==> src/rtl/burst_packer.sv <==
// Multi-channel sample-to-word packer for pipe-in endpoints feeding BRAM write ports, with address wrap and word counting.
// Optional partial-word flush is enabled by defining BURST_PACKER_FLUSH_EN.
module burst_packer #(
  parameter int NUM_CH    = 2,
  parameter int SAMPLE_W  = 16,
  parameter int BURST_LEN = 4,
  parameter int ADDR_W    = 10
) (
  input  logic                             clk,
  input  logic                             rst_n,
  input  logic [NUM_CH-1:0]                clear,
  input  logic [NUM_CH-1:0]                in_valid,
  input  logic [32*NUM_CH-1:0]             in_data,
  input  logic [NUM_CH-1:0]                flush,
  input  logic [ADDR_W*NUM_CH-1:0]         cfg_base,
  input  logic [ADDR_W*NUM_CH-1:0]         cfg_last,
  output logic [NUM_CH-1:0]                ram_we,
  output logic [ADDR_W*NUM_CH-1:0]         ram_addr,
  output logic [SAMPLE_W*BURST_LEN*NUM_CH-1:0] ram_data,
  output logic [16*NUM_CH-1:0]             word_cnt,
  output logic [NUM_CH-1:0]                wrapped
);
  localparam int WW = SAMPLE_W * BURST_LEN;
  localparam int CW = $clog2(BURST_LEN);

  // Upper sample bits (and flush, when disabled) are intentionally ignored.
  logic unused_ok_s;
  assign unused_ok_s = ^{in_data, flush};

  genvar c;
  generate
    for (c = 0; c < NUM_CH; c++) begin : g_ch
      logic [CW-1:0]     count_r;
      logic [WW-1:0]     shift_r;
      logic [ADDR_W-1:0] ptr_r;
      logic              loaded_r;
      logic              we_r;
      logic [ADDR_W-1:0] addr_r;
      logic [WW-1:0]     data_r;
      logic [15:0]       cnt_r;
      logic              wrapped_r;

      logic [ADDR_W-1:0] base_s, last_s, cur_addr_s, next_ptr_s;
      logic [WW-1:0]     shift_next_s, flush_word_s, wdata_s;
      logic [CW-1:0]     count_next_s;
      logic              word_done_s, flush_fire_s, write_s, wrap_s;

      assign base_s = cfg_base[ADDR_W*c +: ADDR_W];
      assign last_s = cfg_last[ADDR_W*c +: ADDR_W];

      // Shift register and sample counter advance on each accepted sample.
      always_comb begin
        shift_next_s = shift_r;
        count_next_s = count_r;
        if (in_valid[c]) begin
          shift_next_s = {in_data[32*c +: SAMPLE_W], shift_r[WW-1:SAMPLE_W]};
          if (count_r == CW'(BURST_LEN - 1)) begin
            count_next_s = {CW{1'b0}};
          end else begin
            count_next_s = count_r + CW'(1);
          end
        end else begin
          shift_next_s = shift_r;
          count_next_s = count_r;
        end
      end

      assign word_done_s = in_valid[c] && !clear[c] && (count_r == CW'(BURST_LEN - 1));

`ifdef BURST_PACKER_FLUSH_EN
      logic [CW:0] nsamp_s;
      int          pad_s;
      // Partial word: filled samples sit at the top of the shifter, so slide them down to the LSBs.
      always_comb begin
        nsamp_s      = {1'b0, count_r} + {{CW{1'b0}}, in_valid[c]};
        pad_s        = BURST_LEN - int'(nsamp_s);
        flush_word_s = shift_next_s;
        for (int k = 0; k < BURST_LEN; k++) begin
          if (k < pad_s) begin
            flush_word_s = flush_word_s >> SAMPLE_W;
          end else begin
            flush_word_s = flush_word_s;
          end
        end
        flush_fire_s = flush[c] && !clear[c] && !word_done_s && (nsamp_s != (CW+1)'(0));
      end
`else
      assign flush_word_s = {WW{1'b0}};
      assign flush_fire_s = 1'b0;
`endif

      assign write_s    = word_done_s || flush_fire_s;
      assign wdata_s    = word_done_s ? shift_next_s : flush_word_s;
      // Until a clear or first write, the pointer has not yet picked up cfg_base.
      assign cur_addr_s = loaded_r ? ptr_r : base_s;
      assign wrap_s     = (cur_addr_s == last_s);
      assign next_ptr_s = wrap_s ? base_s : (cur_addr_s + ADDR_W'(1));

      // Per-channel state and registered BRAM write port.
      always_ff @(posedge clk or negedge rst_n) begin
        if (!rst_n) begin
          count_r   <= {CW{1'b0}};
          shift_r   <= {WW{1'b0}};
          ptr_r     <= {ADDR_W{1'b0}};
          loaded_r  <= 1'b0;
          we_r      <= 1'b0;
          addr_r    <= {ADDR_W{1'b0}};
          data_r    <= {WW{1'b0}};
          cnt_r     <= 16'h0000;
          wrapped_r <= 1'b0;
        end else if (clear[c]) begin
          count_r   <= {CW{1'b0}};
          shift_r   <= {WW{1'b0}};
          ptr_r     <= base_s;
          loaded_r  <= 1'b1;
          we_r      <= 1'b0;
          cnt_r     <= 16'h0000;
          wrapped_r <= 1'b0;
        end else begin
          we_r <= write_s;
          if (flush_fire_s) begin
            count_r <= {CW{1'b0}};
            shift_r <= {WW{1'b0}};
          end else begin
            count_r <= count_next_s;
            shift_r <= shift_next_s;
          end
          if (write_s) begin
            addr_r   <= cur_addr_s;
            data_r   <= wdata_s;
            ptr_r    <= next_ptr_s;
            loaded_r <= 1'b1;
            if (wrap_s) wrapped_r <= 1'b1;
            if (cnt_r != 16'hFFFF) cnt_r <= cnt_r + 16'h0001;
          end
        end
      end

      assign ram_we[c]                  = we_r;
      assign ram_addr[ADDR_W*c +: ADDR_W] = addr_r;
      assign ram_data[WW*c +: WW]        = data_r;
      assign word_cnt[16*c +: 16]        = cnt_r;
      assign wrapped[c]                  = wrapped_r;
    end
  endgenerate
endmodule

==> config.mk <==
export PLATFORM = sky130hd
export DESIGN_NAME = burst_packer
export DESIGN_NICKNAME = d
export VERILOG_FILES = /design/src/rtl/burst_packer.sv
export SDC_FILE = /design/constraint.sdc
export NUM_CORES = 1
export LEC_CHECK = 0
export CAP_MARGIN = 20
export CELL_PAD_IN_SITES_DETAIL_PLACEMENT = 0
export CELL_PAD_IN_SITES_GLOBAL_PLACEMENT = 1
export CORE_ASPECT_RATIO = 1.2
export CORE_MARGIN = 8
export CORE_UTILIZATION = 39
export CTS_CLUSTER_SIZE = 16
export DETAILED_ROUTE_END_ITERATION = 7
export PLACE_DENSITY = 0.79
export SYNTH_ARGS = -nofsm -noshare
export SYNTH_HDL_FRONTEND = slang
export SYNTH_SLANG_ARGS = --single-unit
export TNS_END_PERCENT = 20
==> constraint.sdc <==
create_clock -name clk -period 2.7 [get_ports clk]
set_input_delay 0.27 -clock clk [delete_from_list [all_inputs] [get_ports clk]]
set_output_delay 0.27 -clock clk [all_outputs]
set_load 0.05 [all_outputs]
Word-level counts from Yosys, hierarchy flattened. Cells that the tools add are included.

Register bits: 338. Output and inout port bits: 184. Logic and storage cells: 88. Input port bits: 112.

Equality and inequality tests: 6. Bitwise operators: 2. Reduce and logical (&&, ||, !) cells: 20. Add/sub/neg operators: 6. Multiplexer cells: 36.

Operators with widths (count): $mux 64 (4); $mux 16 (6); $mux 10 (8); $add 16x1->16 const B (2); $ne 16x16->1 const B (2); $add 10x1->10 const B (2); $eq 10x10->1 (2); $reduce_bool 2->1 (8); $mux 1 (12); $mux 2 (6); $reduce_and 2->1 (6); $add 2x1->2 const B (2); $eq 2x2->1 const B (2); $logic_and 1x1->1 (4); $logic_not 1->1 (2); $not 1->1 (2).

Logic depth before layout (Yosys ltp). Gate-level depths: netlist (run 1).

Word-level depth: 5. Depth in mapped cells: 10. Gate-level depth less buffers: 8.

Worst setup path before layout (run 1). No wires, ideal clock.

Kind: reg2reg. Start point: register g_ch[0].cnt_r[7]. End point: register g_ch[0].cnt_r[11]. Setup slack: 550 ps. Cell stages (with the launch flop): 7. Period minus slack after synthesis: 2150 ps. Library setup time: 78 ps. Data required time: 2622 ps. Arrival time: 2072 ps. Buffers on the path: 1. Cells stage by stage: dfrtp_1 -> and4_1 -> nand3_1 -> o21ai_1 -> clkbuf_1 -> or4_1 -> a21oi_1.

Cells in the longest elaborated chain, start to end: 4. Elaborated cells on any way between the ends: 7. Those cells by class: add/sub: 1; eq/ne: 1; mux: 3; reduce/logical: 2.

Ends and longest elaborated chain: start, declared (line 40) `logic [15:0] cnt_r;`; start signal, assigned (line 134) `if (cnt_r != 16'hFFFF) cnt_r <= cnt_r + 16'h0001;`; $add 16x1->16 (line 134); $mux 16 (line 134); $mux 16 (line 128) `if (write_s) begin`; $mux 16 (line 111) `end else if (clear[c]) begin`.

Several ways; a longest one is shown, not always the timed one. The select of a mux whose other input is x is not followed. A chain may end at the register's enable or synchronous reset.

Worst setup path in the final report (run 1).
Start point: register g_ch[0].loaded_r. End point: register g_ch[0].ptr_r[9].

Cells in the longest elaborated chain, start to end: 5. Elaborated cells on any way between the ends: 6. Those cells by class: add/sub: 1; eq/ne: 1; mux: 4.

Ends and longest elaborated chain: start, declared (line 36) `logic loaded_r;`; start signal, assigned (line 105) `loaded_r <= 1'b0;`; start signal, assigned (line 115) `loaded_r <= 1'b1;`; start signal, assigned (line 132) `loaded_r <= 1'b1;`; $mux 10 (*) (line 95) `assign cur_addr_s = loaded_r ? ptr_r : base_s;`; $add 10x1->10 or $eq 10x10->1 (tied branches) (line 97, 96); $mux 10 (*) (line 97) `assign next_ptr_s = wrap_s ? base_s : (cur_addr_s + ADDR_W'(1));`; $mux 10 (*) (line 128); $mux 10 (*) (line 111); end signal, assigned (line 104) `ptr_r <= {ADDR_W{1'b0}};`; end signal, assigned (line 114) `ptr_r <= base_s;`; end signal, assigned (line 131) `ptr_r <= next_ptr_s;`; end, declared (line 35) `logic [ADDR_W-1:0] ptr_r;`.

Every way passes the cells marked *; elsewhere a longest branch is shown, timed or not. The select of a mux whose other input is x is not followed.

==> results of run 1 <==
through the flow:
| step | area (sq um) | power (mW) | hold WS (ps) | worst slack [ps] | std cells |
|---|---|---|---|---|---|
| 6_report | 17900 | 11.6 | 89.9 | 342 | 2122 |
| 2_1_floorplan | 13600 | 6.23 | -25.6 | 550 | 1384 |
| 3_5_place_dp | 16800 | 7.06 | 267 | 268 | 2061 |
| 3_3_place_gp | 16800 | 7.04 | 267 | 316 | 2061 |
| 5_1_grt | 17900 | 12.1 | 107 | 180 | 2122 |
| 4_1_cts | 17900 | 11.8 | 71.6 | 352 | 2122 |
cell type report:
class                           count  share of cell area
Clock buffer                       50              0.0572
Clock inverter                     10             0.00559
Inverter                           26             0.00545
Multi-Input combinational cell    967               0.306
Sequential cell                   306               0.428
Tap cell                          462              0.0323
Timing Repair Buffer              301               0.165
final timing paths:
kind | to | startpoint
max | g_ch[0].ptr_r[9] | g_ch[0].loaded_r
min | g_ch[0].shift_r[50] | in_valid[0]
max reg2reg | g_ch[0].ptr_r[9] | g_ch[0].loaded_r
min reg2reg | g_ch[1].data_r[10] | g_ch[1].shift_r[26]
max in group asynchronous | g_ch[0].data_r[21] | rst_n
min in group asynchronous | g_ch[0].data_r[38] | rst_n
critical path, delay by kind of cell (launching register included):
kind | cells | cell delay (ps)
simple gates | 1 | 70
flops | 1 | 410
mux | 1 | 390
xor+xnor | 1 | 180
buf+inv | 3 | 570
compound gates | 2 | 680
per-layer routing:
| metal | up-vias | track usage | wire [microns] |
|---|---|---|---|
| met5 | - | 0 | 0 |
| met4 | 0 | 0.0466 | 608 |
| met3 | 49 | 0.0427 | 1940 |
| met2 | 196 | 0.305 | 18700 |
| met1 | 5172 | 0.211 | 15000 |
| li1 | 5081 | - | - |
sequential cells by signal, indices dropped and copies added (netlist names):
signal	count
g_ch.data_r	128
g_ch.shift_r	96
g_ch.cnt_r	32
g_ch.addr_r	20
g_ch.ptr_r	20
g_ch.count_r	4
g_ch.loaded_r	2
g_ch.we_r	2
g_ch.wrapped_r	2
cells by family (layout without fill, tap and decap cells):
kind of cell | count (synthesis) | in the layout
simple gates | 674 | 674
flops | 306 | 306
mux | 123 | 123
compound gates | 115 | 115
buf+inv | 111 | 387
xor+xnor | 49 | 49
fa+ha+maj | 6 | 6
cells in the final DEF, fill, tap and decap left out, types with 20 or more instances in the layout:
master / instances
clkbuf_16: 37
clkdlybuf4s50_1: 256
buf_4: 34
nor2_1: 127
nand3_1: 24
o21ai_0: 31
nand2_1: 437
a21oi_1: 20
inv_1: 24
mux2i_1: 117
xnor2_1: 41
dfrtp_1: 306
where the power goes:
group | switching, mW | leakage [nW] | total [mW] | internal (mW)
Combinational | 1.25 | 3.87 | 1.93 | 0.686
Sequential | 0.180 | 4.16 | 5.03 | 4.85
Clock | 1.83 | 0.561 | 4.65 | 2.82
timing repair:
item	4_1_cts	5_1_grt
endpoints found under the hold margin	57	0
setup buffers	0	0
hold buffers	1	0
==> reports/qor.csv, run 1 <==
stage,metric,value,unit
floorplan,core,34700,sq um
critical_path,cp-start-kind,register,
finish,drive_above_1_share,0.0711,
drt,postRouteAntennaNets,0,
critical_path,cp.arrival,2800,ps
floorplan,io_pins,296,
grt,grt_start_max_net_pins,86,
finish,area_delta_synth_final,31.5,%
clocking,cts_made_buffers,34,
placement,portBuffers,261,
clocking,clock_latency,510,ps
yosys,synth_xor_area_frac,0.0315,
run,cap_violations,0,
placement,dp_hpwl,24900,microns
clocking,h-tree-depth,2,
critical_path,path_common_cell,buf_4,
critical_path,critical-path-max-stage-delay,420,ps
yosys,netlist.area_leader.share,0.562,
yosys,synth-edff-count,0,
timing,min_period_over_period,0.873,
clocking,cts_tree,yes,
yosys,synth-async-reset-ratio,1.00,
finish,fill_cells,3229,
critical_path,reg2regPathDepth,8,
yosys,synth_top_family_by_area,simple AND/OR/NAND/NOR gates,
grt,gr-total-overflow,0,
timing,fmax,424,MHz
yosys,synth.most_common_cell,nand2_1,
yosys,synthTopCellsByCount,"437 x nand2_1, 306 x dfrtp_1, 127 x nor2_1",
timing,setup_viol,0,
floorplan,dieArea,41200,sq um
pwr,leakage,8.59,nW
timing,report.final.hold_viol_count,0,
floorplan,die_h,221,microns
timing,fin_setup_tns,0,ps
yosys,synth-compound-area-share,0.0609,
drt,drt-total-wl,36300,microns
drt,first_pass_iters,5,
min_path,min_path_type,input pin to register,
yosys,ys_seq_elements,306,
critical_path,required,3150,ps
clocking,cts_root_buffer,clkbuf_16,
timing,clock_skew,9.22,ps
status,status,finished clean,
timing,slew_viol_final,0,
grt,grt_use_total,0.173,
clocking,clockBufferDepth,3,
finish,register_area,7660,sq um
timing,max-slew-margin-rel,0.407,
min_path,worstHoldPathCells,3,
floorplan,num_rows,75,
finish,postLayoutCoreUtil,0.516,
grt,grt_pass1_vias,10700,
drt,vias,10500,
yosys,synth_mux_area_frac,0.0915,
yosys,synth_cell_types,55,
grt,antenna_found_initial,0,
yosys,synth_fa_ha_area_frac,0.00551,
timing,rsz0062_at_grt,false,
clocking,path_clk_slew,60,ps
grt,grt_pass1_wl,59000,microns
finish,antenna_cells,0,
yosys,syn-instance-count,1384,
yosys,synth_area_per_cell,9.84,sq um
yosys,synth_area_leaders,"dfrtp_1 56%, nand2_1 12%, mux2i_1 8.6%",
pwr,power_density,649,nW/um^2
yosys,yosysWarnings,0,
critical_path,cp-end-kind,register,
placement,place.gp.congestion,0.810,
clocking,cts.sinks,306,
yosys,synth_flop_cell,dfrtp_1,
floorplan,start_util,0.392,
critical_path,slowest_stage,a41oi_4,
yosys,ys_seq_area_frac,0.562,
drt,vias_per_cell,4.95,
yosys,yosysTopAreaCell,dfrtp_1,
timing,min_period,2360,ps
yosys,synth_nets,1502,
finish,multi_input_area,5490,sq um
clocking,cts_resized,0,
critical_path,crit_chain,buf_4 > buf_4 > mux2i_1 > xnor2_1 > nor2_1 > buf_4 > a41oi_4 > o221a_1,
drt,post_drt_wl_per_cell,17.1,microns
finish,finalNetCount,1754,
drt,drt_iter0_markers,541,
yosys,synthSimpleGateAreaFrac,0.213,
timing,worst_pin_slew,890,ps
drt,drc,0,
critical_path,path_max_fanout,11,
yosys,synthesis.area,13600,sq um
floorplan,die_x,187,microns
pwr,vdd_drop_max,533,uV
critical_path,worst-r2r-setup-slack,340,ps
critical_path,path_class,register to register,
No activity file was read; power rests on OpenSTA's default activity.
==> run 2, diff against run 1 <==
Settings changed: CORE_MARGIN 8 to 1.5.
==> run 2 against run 1 <==
  * Non-clock buffer count up 1
  * Total power grew 0.38%
  * Hold slack got worse by 19 ps
  * Core utilization is 0.91 points higher
  * Clock power grew 0.9%
  * Clock skew decreased by 0.88 ps
  * Fmax decreased by 2.6%
  * Final cell count hardly changed
  * Register-to-register slack worse by 60 ps
  * Setup slack worse by 64 ps
  * Via count is 0.55% higher
  * Wire length decreased by 5.1%
==> reports/qor.csv, run 2 (synthesis results as in run 1) <==
stage,metric,value,unit,change
placement,dp_hpwl,23000,microns,was 24900 microns
finish,design_area,18000,sq um,was 17900 sq um
timing,slew_viol_final,0,,unchanged
clocking,cts.sinks,306,,unchanged
floorplan,die_x,174,microns,was 187 microns
pwr,vdd_drop_max,454,uV,was 533 uV
timing,fmax,413,MHz,was 424 MHz
floorplan,num_rows,74,,was 75
floorplan,core,34300,sq um,was 34700 sq um
finish,largest_reg_flops,128,,unchanged
finish,mostFrequentLayoutCell,nand2_1,,unchanged
pwr,power_density,648,nW/um^2,was 649 nW/um^2
critical_path,path_buf_inv,1,,was 3
grt,grt_start_max_net_pins,84,,was 86
clocking,cts_made_buffers,34,,unchanged
clocking,h-tree-depth,2,,unchanged
finish,largestRegisters,"g_ch.data_r: 128 flops, g_ch.shift_r: 96 flops, g_ch.cnt_r: 32 flops",,unchanged
clocking,cts_tree,yes,,unchanged
drt,drc,0,,unchanged
critical_path,cp-end-kind,register,,unchanged
drt,postRouteAntennaNets,0,,unchanged
critical_path,critical-path-max-stage-delay,550,ps,was 420 ps
grt,grt_pass1_vias,10600,,was 10.7k
timing,clock_skew,8.34,ps,was 9.22 ps
floorplan,start_util,0.398,,was 0.392
timing,fin_setup_tns,0,ps,unchanged
critical_path,crit_chain,buf_12 > mux2i_1 > xnor2_1 > nor4_4 > and3_1 > o221a_1,,was buf_4 > buf_4 > mux2i_1 > xnor2_1 > nor2_1 > buf_4 > a41oi_4 > o221a_1
timing,final.setup.worst_slack,279,ps,was 342 ps
floorplan,die_h,208,microns,was 221 microns
placement,portBuffers,261,,unchanged
placement,place.gp.congestion,0.807,,was 0.810
drt,vias,10600,,was 10.5k
finish,finalNetCount,1755,,was 1754
timing,min_period,2420,ps,was 2360 ps
critical_path,cp-start-kind,register,,unchanged
finish,postLayoutCoreUtil,0.525,,was 0.516
clocking,clock_latency,510,ps,about the same
critical_path,slowest_stage,dfrtp_1,,was a41oi_4
finish,area_delta_synth_final,32.0,%,was 31.5%
drt,drt-total-wl,34500,microns,was 36300 microns
placement,post-place-ws,97.3,ps,was 268 ps
clocking,clockBufferDepth,3,,unchanged
timing,setup_viol,0,,unchanged
finish,regMostFlops,g_ch.data_r,,unchanged
grt,grt_use_total,0.192,,was 0.173
drt,drt_iter0_markers,520,,was 541
finish,drive_above_1_share,0.0752,,was 0.0711
clocking,cts_root_buffer,clkbuf_16,,unchanged
grt,gr-total-overflow,0,,unchanged
placement,placed_cell_area,16800,sq um,about the same
grt,antenna_found_initial,2,,was 0
timing,worst_pin_slew,876,ps,was 890 ps
drt,vias_per_cell,4.98,,was 4.95
pwr,leakage,8.61,nW,was 8.59 nW
critical_path,path_class,register to register,,unchanged
status,status,finished clean,,unchanged
critical_path,crit_family,simple AND/OR/NAND/NOR gates,,was compound AO/OA/AOI/OAI gates
clocking,path_clk_slew,60,ps,about the same
critical_path,required,3140,ps,was 3150 ps
min_path,min_path_type,input pin to register,,unchanged
run,cap_violations,0,,unchanged
timing,min_period_over_period,0.897,,was 0.873
finish,layout_common_cells,"437 x nand2_1, 305 x dfrtp_1, 256 x clkdlybuf4s50_1, 127 x nor2_1, 117 x mux2i_1",,"was 437 x nand2_1, 306 x dfrtp_1, 256 x clkdlybuf4s50_1, 127 x nor2_1, 117 x mux2i_1"
timing,report.final.hold_viol_count,0,,unchanged
critical_path,cp.arrival,2860,ps,was 2800 ps
grt,grt_pass1_wl,56800,microns,was 59000 microns
drt,first_pass_iters,4,,was 5
timing,rsz0062_at_grt,false,,unchanged
drt,post_drt_wl_per_cell,16.3,microns,was 17.1 microns
floorplan,dieArea,36100,sq um,was 41200 sq um
critical_path,path_max_fanout,17,,was 11
floorplan,io_pins,296,,unchanged
timing,max-slew-margin-rel,0.416,,was 0.407
run 2: cell types whose count changed in the layout (fill, tap and decap cells not counted), sizes merged:
| cell | before | now |
|---|---|---|
| clkbuf | 50 | 45 |
| bufinv | 2 | 3 |
| buf | 44 | 45 |
| inv | 26 | 27 |
| diode | 0 | 2 |
| clkinv | 8 | 9 |
| clkinvlp | 0 | 3 |
run 2: power breakdown:
part | total (mW) | internal, mW | switching, mW
Combinational | 1.94 | 0.696 | 1.24
Sequential | 5.03 | 4.85 | 0.177
Clock | 4.69 | 2.83 | 1.86
run 2: worst reg2reg max path, delay by kind of cell, from the launching register on:
| kind | cells | cell delay [ps] |
|---|---|---|
| XOR/XNOR | 1 | 160 |
| buffers and inverters | 1 | 200 |
| multiplexers | 1 | 290 |
| AND/OR/NAND/NOR | 2 | 890 |
| AO/OA/AOI/OAI | 1 | 270 |
| flip-flops | 1 | 550 |
run 2: worst paths after layout:
kind | from | slack, ps | end | cells after the start
max | g_ch[0].loaded_r | 280 | g_ch[0].ptr_r[8] | 6
min reg2reg | g_ch[0].shift_r[26] | 460 | g_ch[0].data_r[10] | 2
min | clear[0] | 70 | g_ch[0].cnt_r[13] | 2
max in group asynchronous | rst_n | 1570 | g_ch[1].shift_r[17] | 3
max reg2reg | g_ch[0].loaded_r | 280 | g_ch[0].ptr_r[8] | 6
min in group asynchronous | rst_n | 350 | g_ch[0].data_r[27] | 2
run 2: final cells by class:
| cell class | instances | area (sq um) |
|---|---|---|
| Clock inverter | 16 | 166 |
| Tap cell | 456 | 571 |
| Fill cell | 3164 | 16300 |
| Sequential cell | 306 | 7660 |
| Multi-Input combinational cell | 967 | 5490 |
| Timing Repair Buffer | 302 | 3020 |
| Clock buffer | 45 | 973 |
| Inverter | 26 | 97.6 |
| Antenna cell | 2 | 5.00 |
run 2: timing repair:
action | CTS | global route
setup buffers | 0 | 0
hold buffers | 1 | 0
gates resized for setup | 0 | 1
hold endpoints to repair | 71 | 0
setup endpoints to repair | 0 | 10
run 2: metrics by stage:
stage	total power, mW	hold WS (ps)	instances
after floorplan	6.23	-25.6	1384
after global placement	7.04	319	2056
after detailed placement	7.06	316	2056
after CTS	11.8	45.9	2118
after global routing	12.1	53.5	2120
final	11.7	71.1	2120
run 2: layer usage:
layer / GRT usage / vias up / share of wire
li1: - / 5093 / -
met1: 0.246 / 5169 / 0.43
met2: 0.327 / 244 / 0.50
met3: 0.0410 / 50 / 0.052
met4: 0.0571 / 0 / 0.022
met5: 0 / - / 0
==> run 3, diff against run 2 <==
Settings changed: ABC_AREA set to 1, CELL_PAD_IN_SITES_DETAIL_PLACEMENT 0 to not set, CELL_PAD_IN_SITES_GLOBAL_PLACEMENT 1 to not set, CORE_UTILIZATION 39 to 44, PLACE_DENSITY 0.79 to 0.69.
==> run 3 against run 2 <==
  * Core utilization increased by 5.3 points
  * Sequential power increased by 19%
  * Non-clock buffer count decreased by 12
  * Register-to-register slack about the same
  * Total power increased by 29%
  * Hold slack improved by 16 ps
  * Wire length increased by 13%
  * Critical path depth increased by 7
  * Clock skew increased by 1.0 ps
  * Setup slack improved by 5.4 ps
  * Global-route usage increased by 3.6 points
  * Critical path type unchanged
  * Largest cell class unchanged
==> reports/qor.csv, run 3 <==
stage,metric,value,unit,change
critical_path,r2r_end,g_ch[1].ptr_r[6],,was g_ch[0].ptr_r[8]
yosys,synth-edff-count,0,,unchanged
drt,vias,12400,,was 10.6k
critical_path,crit_end,g_ch[1].ptr_r[6],,was g_ch[0].ptr_r[8]
yosys,yosysTopAreaCell,dfrtp_1,,unchanged
finish,register_area,8460,sq um,was 7660 sq um
yosys,synth_nets,1889,,was 1502
grt,grt_start_max_net_pins,79,,was 84
finish,layout_common_cells,"526 x nand2_1, 338 x dfrtp_1, 279 x o21ai_0, 256 x clkdlybuf4s50_1, 160 x nor2_1",,"was 437 x nand2_1, 305 x dfrtp_1, 256 x clkdlybuf4s50_1, 127 x nor2_1, 117 x mux2i_1"
timing,report.final.hold_viol_count,0,,unchanged
timing,fmax,414,MHz,was 413 MHz
critical_path,cp-end-kind,register,,unchanged
timing,slew_viol_final,0,,unchanged
yosys,synthesis.area,14900,sq um,was 13600 sq um
yosys,synth_cell_types,38,,was 55
yosys,synth.most_common_cell,nand2_1,,unchanged
yosys,synth-async-reset-ratio,1.00,,unchanged
finish,postLayoutCoreUtil,0.578,,was 0.525
critical_path,path_max_fanout,13,,was 17
floorplan,core,33200,sq um,was 34300 sq um
pwr,p_comb_frac,0.255,,was 0.166
pwr,leakage,9.11,nW,was 8.61 nW
drt,drc,0,,unchanged
run,cap_violations,0,,unchanged
grt,grt_use_total,0.228,,was 0.192
clocking,cts_tree,yes,,unchanged
clocking,h-tree-depth,2,,unchanged
critical_path,required,3110,ps,was 3140 ps
timing,setup_viol,0,,unchanged
drt,vias_per_cell,5.01,,was 4.98
grt,grt_pass1_wl,63600,microns,was 56800 microns
placement,portBuffers,261,,unchanged
timing,rsz0062_at_grt,false,,unchanged
pwr,power_switching,4.99,mW,was 3.28 mW
yosys,synth_flop_cell,dfrtp_1,,unchanged
min_path,min_path_type,input pin to register,,unchanged
finish,largestRegisters,"g_ch.data_r: 128 flops, g_ch.shift_r: 128 flops, g_ch.cnt_r: 32 flops",,"was g_ch.data_r: 128 flops, g_ch.shift_r: 96 flops, g_ch.cnt_r: 32 flops"
clocking,path_clk_slew,70,ps,was 60 ps
pwr,p_seq_frac,0.399,,was 0.431
finish,mostFrequentLayoutCell,nand2_1,,unchanged
timing,min_period_over_period,0.895,,was 0.897
clocking,cts.sinks,338,,was 306
timing,worst_pin_slew,942,ps,was 876 ps
floorplan,die_x,171,microns,was 174 microns
clocking,cts_made_buffers,35,,was 34
clocking,clock_latency,520,ps,was 510 ps
grt,gr-total-overflow,0,,unchanged
drt,post_drt_wl_per_cell,15.7,microns,was 16.3 microns
floorplan,dieArea,35100,sq um,was 36100 sq um
drt,first_pass_iters,5,,was 4
clocking,clockBufferDepth,3,,unchanged
grt,antenna_found_initial,2,,unchanged
finish,fill_cells,3003,,was 3164
yosys,synthTopCellsByCount,"526 x nand2_1, 338 x dfrtp_1, 279 x o21ai_0",,"was 437 x nand2_1, 306 x dfrtp_1, 127 x nor2_1"
yosys,yosysWarnings,0,,unchanged
pwr,netSwitchingFraction,0.332,,was 0.281
finish,finalNetCount,2123,,was 1755
critical_path,regToRegStartpoint,g_ch[1].loaded_r,,was g_ch[0].loaded_r
timing,clock_skew,9.36,ps,was 8.34 ps
critical_path,critical-path-max-stage-delay,620,ps,was 550 ps
pwr,clkPwrFrac,0.346,,was 0.403
pwr,p_int,10.0,mW,was 8.38 mW
yosys,netlist.area_leader.share,0.566,,was 0.562
drt,drt-total-wl,38800,microns,was 34500 microns
critical_path,slowest_stage,dfrtp_1,,unchanged
timing,max-slew-margin-rel,0.372,,was 0.416
floorplan,num_rows,73,,was 74
placement,place.gp.congestion,0.883,,was 0.807
grt,grt_pass1_vias,12200,,was 10.6k
critical_path,crit_start,g_ch[1].loaded_r,,was g_ch[0].loaded_r
clocking,cts_root_buffer,clkbuf_16,,unchanged
floorplan,io_pins,296,,unchanged
timing,min_period,2420,ps,about the same
timing,fin_setup_tns,0,ps,unchanged
yosys,ys_seq_elements,338,,was 306
critical_path,cp.arrival,2830,ps,was 2860 ps
yosys,synth_area_leaders,"dfrtp_1 57%, nand2_1 13%, o21ai_0 9.3%",,"was dfrtp_1 56%, nand2_1 12%, mux2i_1 8.6%"
yosys,synth_area_per_cell,8.43,sq um,was 9.84 sq um
yosys,ys_seq_area_frac,0.566,,was 0.562
critical_path,path_class,register to register,,unchanged
finish,multi_input_area,5480,sq um,was 5490 sq um
critical_path,reg2regPathDepth,13,,was 6
finish,area_delta_synth_final,28.5,%,was 32.0%
floorplan,die_h,205,microns,was 208 microns
pwr,power_density,782,nW/um^2,was 648 nW/um^2
critical_path,crit_chain,inv_1 > nand2_1 > nand2_2 > nand2_1 > nand2_1 > inv_1 > nand2_1 > nor2_1 > nand3_2 > nand2_2 > nand2_1 > nand3_1 > nand2_1,,was buf_12 > mux2i_1 > xnor2_1 > nor4_4 > and3_1 > o221a_1
status,status,finished clean,,unchanged
critical_path,worst-r2r-setup-slack,280,ps,about the same
critical_path,cp-start-kind,register,,unchanged
finish,drive_above_1_share,0.0696,,was 0.0752
floorplan,start_util,0.449,,was 0.398
drt,postRouteAntennaNets,0,,unchanged
pwr,vdd_drop_max,454,uV,about the same
drt,drt_iter0_markers,893,,was 520
yosys,syn-instance-count,1771,,was 1384
critical_path,path_common_cell,nand2_1,,
placement,dp_hpwl,27000,microns,was 23000 microns
-- run 3: changes by cell type after synthesis, moves of 13 or more --
| cell | before | now |
|---|---|---|
| o21ai_0 | 31 | 279 |
| inv_1 | 25 | 140 |
| mux2i_1 | 117 | 4 |
| nand2_1 | 437 | 526 |
| nand3_1 | 24 | 78 |
| xnor2_1 | 41 | 4 |
| nor2_1 | 127 | 160 |
| dfrtp_1 | 306 | 338 |
| nand2_2 | 0 | 22 |
| or3_1 | 15 | 0 |
| clkbuf_1 | 61 | 47 |
| a21oi_1 | 20 | 7 |
| o221ai_1 | 13 | 0 |
-- run 3: cell families after synthesis --
| family | count (synthesis) | synth area share |
|---|---|---|
| and+or+nand+nor | 853 | 0.241 |
| buffers and inverters | 241 | 0.0669 |
| muxes | 4 | 0.00268 |
| xor gates and xnor gates | 19 | 0.0111 |
| adders and majority gates | 6 | 0.00503 |
| AOI/OAI and AO/OA | 310 | 0.107 |
| DFF | 338 | 0.566 |
-- run 3: power groups by stage --
stage	clock network (mW)	registers, mW	logic (mW)
final	5.19	6.00	3.83
after global routing	5.52	6.06	4.12
after CTS	5.31	6.01	3.86
after detailed placement	0	6.09	3.85
after global placement	0	6.08	3.80
after floorplan	0	7.51	0.927
-- run 3: worst min path at each step --
stage,start,to,slack (ps),depth (start not counted)
floorplan,rst_n,g_ch[0].addr_r[0],-30,0
global placement,rst_n,g_ch[1].cnt_r[13],310,1
detailed placement,rst_n,g_ch[1].cnt_r[12],320,1
CTS,clear[1],g_ch[1].cnt_r[2],60,2
global route,clear[1],g_ch[1].cnt_r[2],80,2
finish,clear[1],g_ch[1].cnt_r[2],90,2
-- run 3: metrics by stage --
stage               cell area, sq um  cells  worst slack [ps]  total power [mW]  hold WS (ps)
finish                         19200   2479               284              15.0          87.5
global route                   19200   2477              22.2              15.7          78.7
CTS                            19200   2477               309              15.2          57.6
detailed placement             17900   2417               337              9.93           321
global placement               17900   2417               382              9.88           312
floorplan                      14900   1771               662              8.43         -25.6
-- run 3: area by class of cell --
cell class,count,share of cell area
Tap cell,450,0.0293
Multi-Input combinational cell,1192,0.285
Sequential cell,338,0.441
Antenna cell,2,0.000261
Inverter,148,0.0293
Clock inverter,18,0.0141
Clock buffer,41,0.0505
Timing Repair Buffer,290,0.151
-- run 3: worst max-delay path: cells and delay by family, from the launching register on --
kind                   cells  cell delay [ps]
AND/OR/NAND/NOR           11             1300
flip-flops                 1              620
buffers and inverters      2              370
-- run 3: repair_timing --
item                                   CTS  global route
endpoints found under the hold margin   69             0
hold buffers                             1             0
gates resized for setup                  0             0
buffers inserted                         0             0
-- run 3: per-layer routing --
metal  part of all wire  GRT usage  routed length (microns)  vias up
met4              0.036     0.0871                     1400        0
met1               0.43      0.300                    16800     5869
li1                   -          -                        -     6125
met2               0.47      0.371                    18300      354
met5                  0          0                        0        -
met3              0.060     0.0469                     2320       81
